`src/rtl/serv_csr_seq_pkg.sv`:
```
// serv_csr_seq_pkg: shared state, CSR source and select encodings for the SERV CSR sequencer.
package serv_csr_seq_pkg;

   typedef enum logic [2:0] {
      S_IDLE,
      S_CSR,
      S_TRAP_EPC,
      S_TRAP_VEC,
      S_MRET
   } state_t;

   localparam logic [1:0] CSR_SOURCE_CSR = 2'b00;
   localparam logic [1:0] CSR_SOURCE_EXT = 2'b01;
   localparam logic [1:0] CSR_SOURCE_SET = 2'b10;
   localparam logic [1:0] CSR_SOURCE_CLR = 2'b11;

   localparam logic [2:0] CSR_SEL_MSTATUS = 3'b000;
   localparam logic [2:0] CSR_SEL_MIE     = 3'b001;
   localparam logic [2:0] CSR_SEL_MCAUSE  = 3'b010;

   localparam logic [1:0] RF_SEL_MTVEC = 2'b01;
   localparam logic [1:0] RF_SEL_MEPC  = 2'b10;

   // Set/clear with a zero operand must not write, so it degrades to a plain read.
   function automatic logic [1:0] csr_source(input logic [1:0] funct3, input logic rs1_zero);
      return (funct3 == 2'b01) ? CSR_SOURCE_EXT :
             (funct3[1] && !rs1_zero) ? (funct3[0] ? CSR_SOURCE_CLR : CSR_SOURCE_SET) :
             CSR_SOURCE_CSR;
   endfunction

endpackage

```
`src/rtl/serv_csr_seq_cnt.sv`:
```
// serv_csr_seq_cnt: 5-bit bit-serial counter with enable and gated position decodes.
module serv_csr_seq_cnt (
   input  logic i_clk,
   input  logic i_rst_n,
   input  logic i_en,
   output logic o_cnt0to3,
   output logic o_cnt2,
   output logic o_cnt3,
   output logic o_cnt7,
   output logic o_cnt_done
);

   logic [4:0] cnt;

   always_ff @(posedge i_clk or negedge i_rst_n)
      if (!i_rst_n) cnt <= 5'd0;
      else if (i_en) cnt <= cnt + 5'd1;

   // Decodes are gated so the idle counter value never reaches the CSR block.
   assign o_cnt0to3  = i_en & (cnt < 5'd4);
   assign o_cnt2     = i_en & (cnt == 5'd2);
   assign o_cnt3     = i_en & (cnt == 5'd3);
   assign o_cnt7     = i_en & (cnt == 5'd7);
   assign o_cnt_done = i_en & (&cnt);

endmodule

```
`src/rtl/serv_csr_seq.sv`:
```
// serv_csr_seq: sequences CSR, trap and mret passes over the bit-serial CSR datapath.
// Define SERV_CSR_SEQ_IRQ_EN to latch timer interrupts and take irq-triggered traps.
module serv_csr_seq
   import serv_csr_seq_pkg::*;
(
   input  logic       i_clk,
   input  logic       i_rst_n,
   input  logic       i_csr_req,
   input  logic [2:0] i_csr_sel,
   input  logic [1:0] i_funct3,
   input  logic       i_rs1_zero,
   input  logic       i_trap_req,
   input  logic       i_mret_req,
   input  logic       i_irq_window,
   input  logic       i_new_irq,
   output logic       o_ack,
   output logic       o_busy,
   output logic       o_done,
   output logic       o_en,
   output logic       o_cnt0to3,
   output logic       o_cnt2,
   output logic       o_cnt3,
   output logic       o_cnt7,
   output logic       o_cnt_done,
   output logic       o_mstatus_en,
   output logic       o_mie_en,
   output logic       o_mcause_en,
   output logic       o_rf_csr_en,
   output logic [1:0] o_rf_csr_sel,
   output logic [1:0] o_csr_source,
   output logic       o_trap_taken,
   output logic       o_mret,
   output logic       o_pending_irq
);

   state_t state;
   logic   en, cnt_done, irq_trap, take_trap;

   assign en         = (state != S_IDLE);
   assign o_busy     = en;
   assign o_en       = en;
   assign o_done     = cnt_done;
   assign o_cnt_done = cnt_done;

   serv_csr_seq_cnt u_cnt (
      .i_clk      (i_clk),
      .i_rst_n    (i_rst_n),
      .i_en       (en),
      .o_cnt0to3  (o_cnt0to3),
      .o_cnt2     (o_cnt2),
      .o_cnt3     (o_cnt3),
      .o_cnt7     (o_cnt7),
      .o_cnt_done (cnt_done)
   );

`ifdef SERV_CSR_SEQ_IRQ_EN
   assign irq_trap = o_pending_irq & i_irq_window;
   // A new irq arriving on the consuming cycle stays pending.
   always_ff @(posedge i_clk or negedge i_rst_n)
      if (!i_rst_n) o_pending_irq <= 1'b0;
      else o_pending_irq <= i_new_irq | (o_pending_irq & ~(irq_trap & ~en));
`else
   logic unused_irq;
   assign unused_irq    = i_new_irq | i_irq_window;
   assign irq_trap      = 1'b0;
   assign o_pending_irq = 1'b0;
`endif

   assign take_trap = i_trap_req | irq_trap;

   always_ff @(posedge i_clk or negedge i_rst_n)
      if (!i_rst_n) begin
         state        <= S_IDLE;
         o_ack        <= 1'b0;
         o_trap_taken <= 1'b0;
         o_mret       <= 1'b0;
         o_mstatus_en <= 1'b0;
         o_mie_en     <= 1'b0;
         o_mcause_en  <= 1'b0;
         o_rf_csr_en  <= 1'b0;
         o_rf_csr_sel <= 2'b00;
         o_csr_source <= CSR_SOURCE_CSR;
      end else begin
         o_ack        <= 1'b0;
         o_trap_taken <= 1'b0;
         o_mret       <= 1'b0;
         case (state)
            S_IDLE:
               if (take_trap) begin
                  state        <= S_TRAP_EPC;
                  o_ack        <= 1'b1;
                  o_trap_taken <= 1'b1;
                  o_rf_csr_en  <= 1'b1;
                  o_rf_csr_sel <= RF_SEL_MEPC;
                  o_csr_source <= CSR_SOURCE_EXT;
               end else if (i_mret_req) begin
                  state        <= S_MRET;
                  o_ack        <= 1'b1;
                  o_mret       <= 1'b1;
                  o_rf_csr_en  <= 1'b1;
                  o_rf_csr_sel <= RF_SEL_MEPC;
                  o_csr_source <= CSR_SOURCE_CSR;
               end else if (i_csr_req) begin
                  state        <= S_CSR;
                  o_ack        <= 1'b1;
                  o_mstatus_en <= (i_csr_sel == CSR_SEL_MSTATUS);
                  o_mie_en     <= (i_csr_sel == CSR_SEL_MIE);
                  o_mcause_en  <= (i_csr_sel == CSR_SEL_MCAUSE);
                  o_rf_csr_en  <= i_csr_sel[2];
                  o_rf_csr_sel <= i_csr_sel[2] ? i_csr_sel[1:0] : 2'b00;
                  o_csr_source <= csr_source(i_funct3, i_rs1_zero);
               end
            S_TRAP_EPC:
               if (cnt_done) begin
                  state        <= S_TRAP_VEC;
                  o_rf_csr_sel <= RF_SEL_MTVEC;
                  o_csr_source <= CSR_SOURCE_CSR;
               end
            default:
               if (cnt_done) begin
                  state        <= S_IDLE;
                  o_mstatus_en <= 1'b0;
                  o_mie_en     <= 1'b0;
                  o_mcause_en  <= 1'b0;
                  o_rf_csr_en  <= 1'b0;
                  o_rf_csr_sel <= 2'b00;
                  o_csr_source <= CSR_SOURCE_CSR;
               end
         endcase
      end

endmodule

```
`config.mk`:
```
export PLATFORM = sky130hd
export DESIGN_NAME = serv_csr_seq
export DESIGN_NICKNAME = d
export VERILOG_FILES = /design/src/rtl/serv_csr_seq_pkg.sv /design/src/rtl/serv_csr_seq_cnt.sv /design/src/rtl/serv_csr_seq.sv
export SDC_FILE = /design/constraint.sdc
export NUM_CORES = 1
export LEC_CHECK = 0
export BUFFER_PORTS_ARGS = -buffer_cell sky130_fd_sc_hd__buf_2
export CAP_MARGIN = 25
export CORE_ASPECT_RATIO = 0.7
export CORE_MARGIN = 3
export CORE_UTILIZATION = 35
export CTS_CLUSTER_SIZE = 25
export DETAILED_ROUTE_END_ITERATION = 6
export PLACE_DENSITY = 0.66
export SETUP_SLACK_MARGIN = 0.02
export SYNTH_ARGS = -nofsm -noshare
export SYNTH_HDL_FRONTEND = slang
export SYNTH_SLANG_ARGS = --single-unit
```
`constraint.sdc`:
```
create_clock -name i_clk -period 2 [get_ports i_clk]
set_input_delay 0.2 -clock i_clk [delete_from_list [all_inputs] [get_ports i_clk]]
set_output_delay 0.2 -clock i_clk [all_outputs]
set_load 0.05 [all_outputs]
```
==> results.toml <==
[run_status]
status = "completed"

[floorplanning]
row_count = 15
initial_core_util = 0.382
core-area_sq_um = 2570
dieWidth_microns = 69.3
die_h_microns = 50.3
design.die.area_sq_um = 3490
pin_count = 33

[route]
wl_microns = 2160
drt-initial-drc-count = 43
routedWlPerCell_microns = 13.5
drc_errors = 0
num_vias = 789
dr.pass1.iters = 4
antenna_left = 0
via_per_inst = 4.93

[global_routing]
antenna_found_initial = 0
grt_usage = 0.131
grt_max_degree = 20
grt_pass1_vias = 733
grt-ovfl-total = 0
grt_pass1_wl_microns = 3600

[clock_network]
clock-sinks = 19
clk_pin_slew_ps = 70
cts_root_buffer = "clkbuf_8"
cts_tree = "built"
cts_buffer_depth = 2
cts_htree_levels = 1
cts_buffers = 3
clk_latency_ps = 250

[synthesis]
yosys_warnings = 0
synth_ff_type = "dfrtp_1"
synth_cell_types = 38
synth-edff-count = 0
yosysSeqAreaShare = 0.484
async_reset_ff_frac = 1.00
netlist_area_sq_um = 982
syn_area_per_cell_sq_um = 10.8
synth_cells = 91
synth_largest_area_cell = "dfrtp_1"
syn_nets = 107
ys_top_cells_by_area = "dfrtp_1 48%, ha_1 3.8%, nand2_1 3.4%"
synth-seq-cells = 19
synth_top_area_share = 0.484

[worst_setup_path]
required_ps = 1800
r2r_slack_ps = 290
endpoint = "o_done"
critPathCaptureType = "output port"
crit_fanout = 5
r2r-start = "u_cnt.cnt[1]$_DFFE_PN0P_"
critPathLaunch = "u_cnt.cnt[1]$_DFFE_PN0P_"
worstSetupStartpointType = "flop"
worst_r2r_path_depth = 6
critPathArrivalTime_ps = 1660
crit_type = "flop to output port"
reg2reg_to = "o_rf_csr_sel[0]$_DFFE_PN0P_"

[finish]
nets = 143
final_core_util = 0.493
fill_cells = 246
multi_input_area_sq_um = 463
diodes = 0
drive_gt1_frac = 0.421
layout_common_cells = "27 x buf_2, 19 x dfrtp_1, 9 x nand2_1"
seq_area_sq_um = 475
area_growth_pct = 29.0
final_common_cell = "buf_2"

[timing]
finalSetupViolations = 0
period_minus_slack_ps = 1860
hold_violations = 0
finClkSkew_ps = 3.16
period_share = 0.930
rsz0062_at_grt = "false"
fmaxAchievable_mhz = 538
fin_tns_setup_ps = 0
final_max_slew_viol_count = 0

[pwr]
leakagePower_nw = 0.630
power.density_nw_per_um2 = 1530
peakVddDrop_mv = 0.594

[placement]
gp_congestion = 0.806
portBuffers = 29
dp_hpwl_microns = 1610

[job]
maxCapViolCount = 0

[min_path]
hold_path_class = "input port to flop"
through the flow:
stage / power (mW) / instance area (sq um) / setup slack, ps / hold WS [ps] / instances
2_1_floorplan: 1.43 / 1000 / 126 / -95.6 / 91
3_3_place_gp: 1.62 / 1160 / 239 / 159 / 150
3_5_place_dp: 1.64 / 1160 / 149 / 165 / 150
4_1_cts: 1.91 / 1220 / 8.59 / 154 / 155
5_1_grt: 2.07 / 1270 / 17.6 / 158 / 160
6_report: 1.95 / 1270 / 140 / 154 / 160
registers in the layout, summed over array words and instances, names as in the netlist, 2 cells and up:
signal        cells
o_rf_csr_sel      2
state             3
o_csr_source      2
u_cnt.cnt         5
per-layer routing:
layer,share of wire,up-vias,GRT usage,routed length [microns]
met5,0,-,0,0
met4,0.0046,0,0.0292,10
met3,0.070,2,0.0560,151
met2,0.45,22,0.188,964
met1,0.48,374,0.182,1040
li1,-,391,-,-
worst max-delay path, stage by stage (launching register included):
cell and delay [ps]:
dfrtp_1 400, ha_2 220, and3_1 150, ha_2 220, o31ai_2 110, inv_1 100, buf_4 200
cell type report:
| class | count | share of cell area |
|---|---|---|
| Sequential cell | 19 | 0.375 |
| Timing Repair Buffer | 36 | 0.162 |
| Multi-Input combinational cell | 58 | 0.365 |
| Tap cell | 34 | 0.0336 |
| Clock buffer | 4 | 0.0355 |
| Inverter | 9 | 0.0286 |
cells in the mapped netlist (2+ instances only):
| cell | number |
|---|---|
| dfrtp_1 | 19 |
| nand2_1 | 9 |
| inv_1 | 8 |
| and2_1 | 4 |
| nor2_1 | 4 |
| buf_4 | 3 |
| ha_1 | 3 |
| nor4_1 | 3 |
| o21ai_0 | 3 |
| xnor2_1 | 3 |
| a211oi_1 | 2 |
| a21oi_1 | 2 |
| a32o_2 | 2 |
| nor3_4 | 2 |
logic make-up after synthesis:
logic type / synth area share
flops: 0.484
xor+xnor: 0.0268
buf+inv: 0.0764
simple gates: 0.200
mux: 0.0102
other cells: 0.00382
fa+ha+maj: 0.0382
compound gates: 0.161
where the power goes:
group	internal [mW]	switching [mW]
Combinational	0.326	0.645
Sequential	0.536	0.174
Clock	0.142	0.121
Total	1.00	0.941
how the worst min path moves through the flow:
stage                     cells past startpoint       start                           to  slack (ps)
after floorplan                               0     i_rst_n              o_ack$_DFF_PN0_        -100
after global placement                        1     i_rst_n       o_trap_taken$_DFF_PN0_         160
after detailed placement                      1     i_rst_n       o_trap_taken$_DFF_PN0_         160
after CTS                                     2  i_rs1_zero  o_csr_source[1]$_DFFE_PN0P_         150
after global routing                          2  i_rs1_zero  o_csr_source[1]$_DFFE_PN0P_         160
final                                         2  i_rs1_zero  o_csr_source[1]$_DFFE_PN0P_         150
repair_timing:
item,in CTS,in global routing
endpoints found under the setup margin,2,6
hold endpoints to repair,19,0
pin swaps,0,1
gates resized for setup,3,3
setup buffers,0,5
hold buffers,1,0
Note: power is estimated with default switching activity, not from simulation.
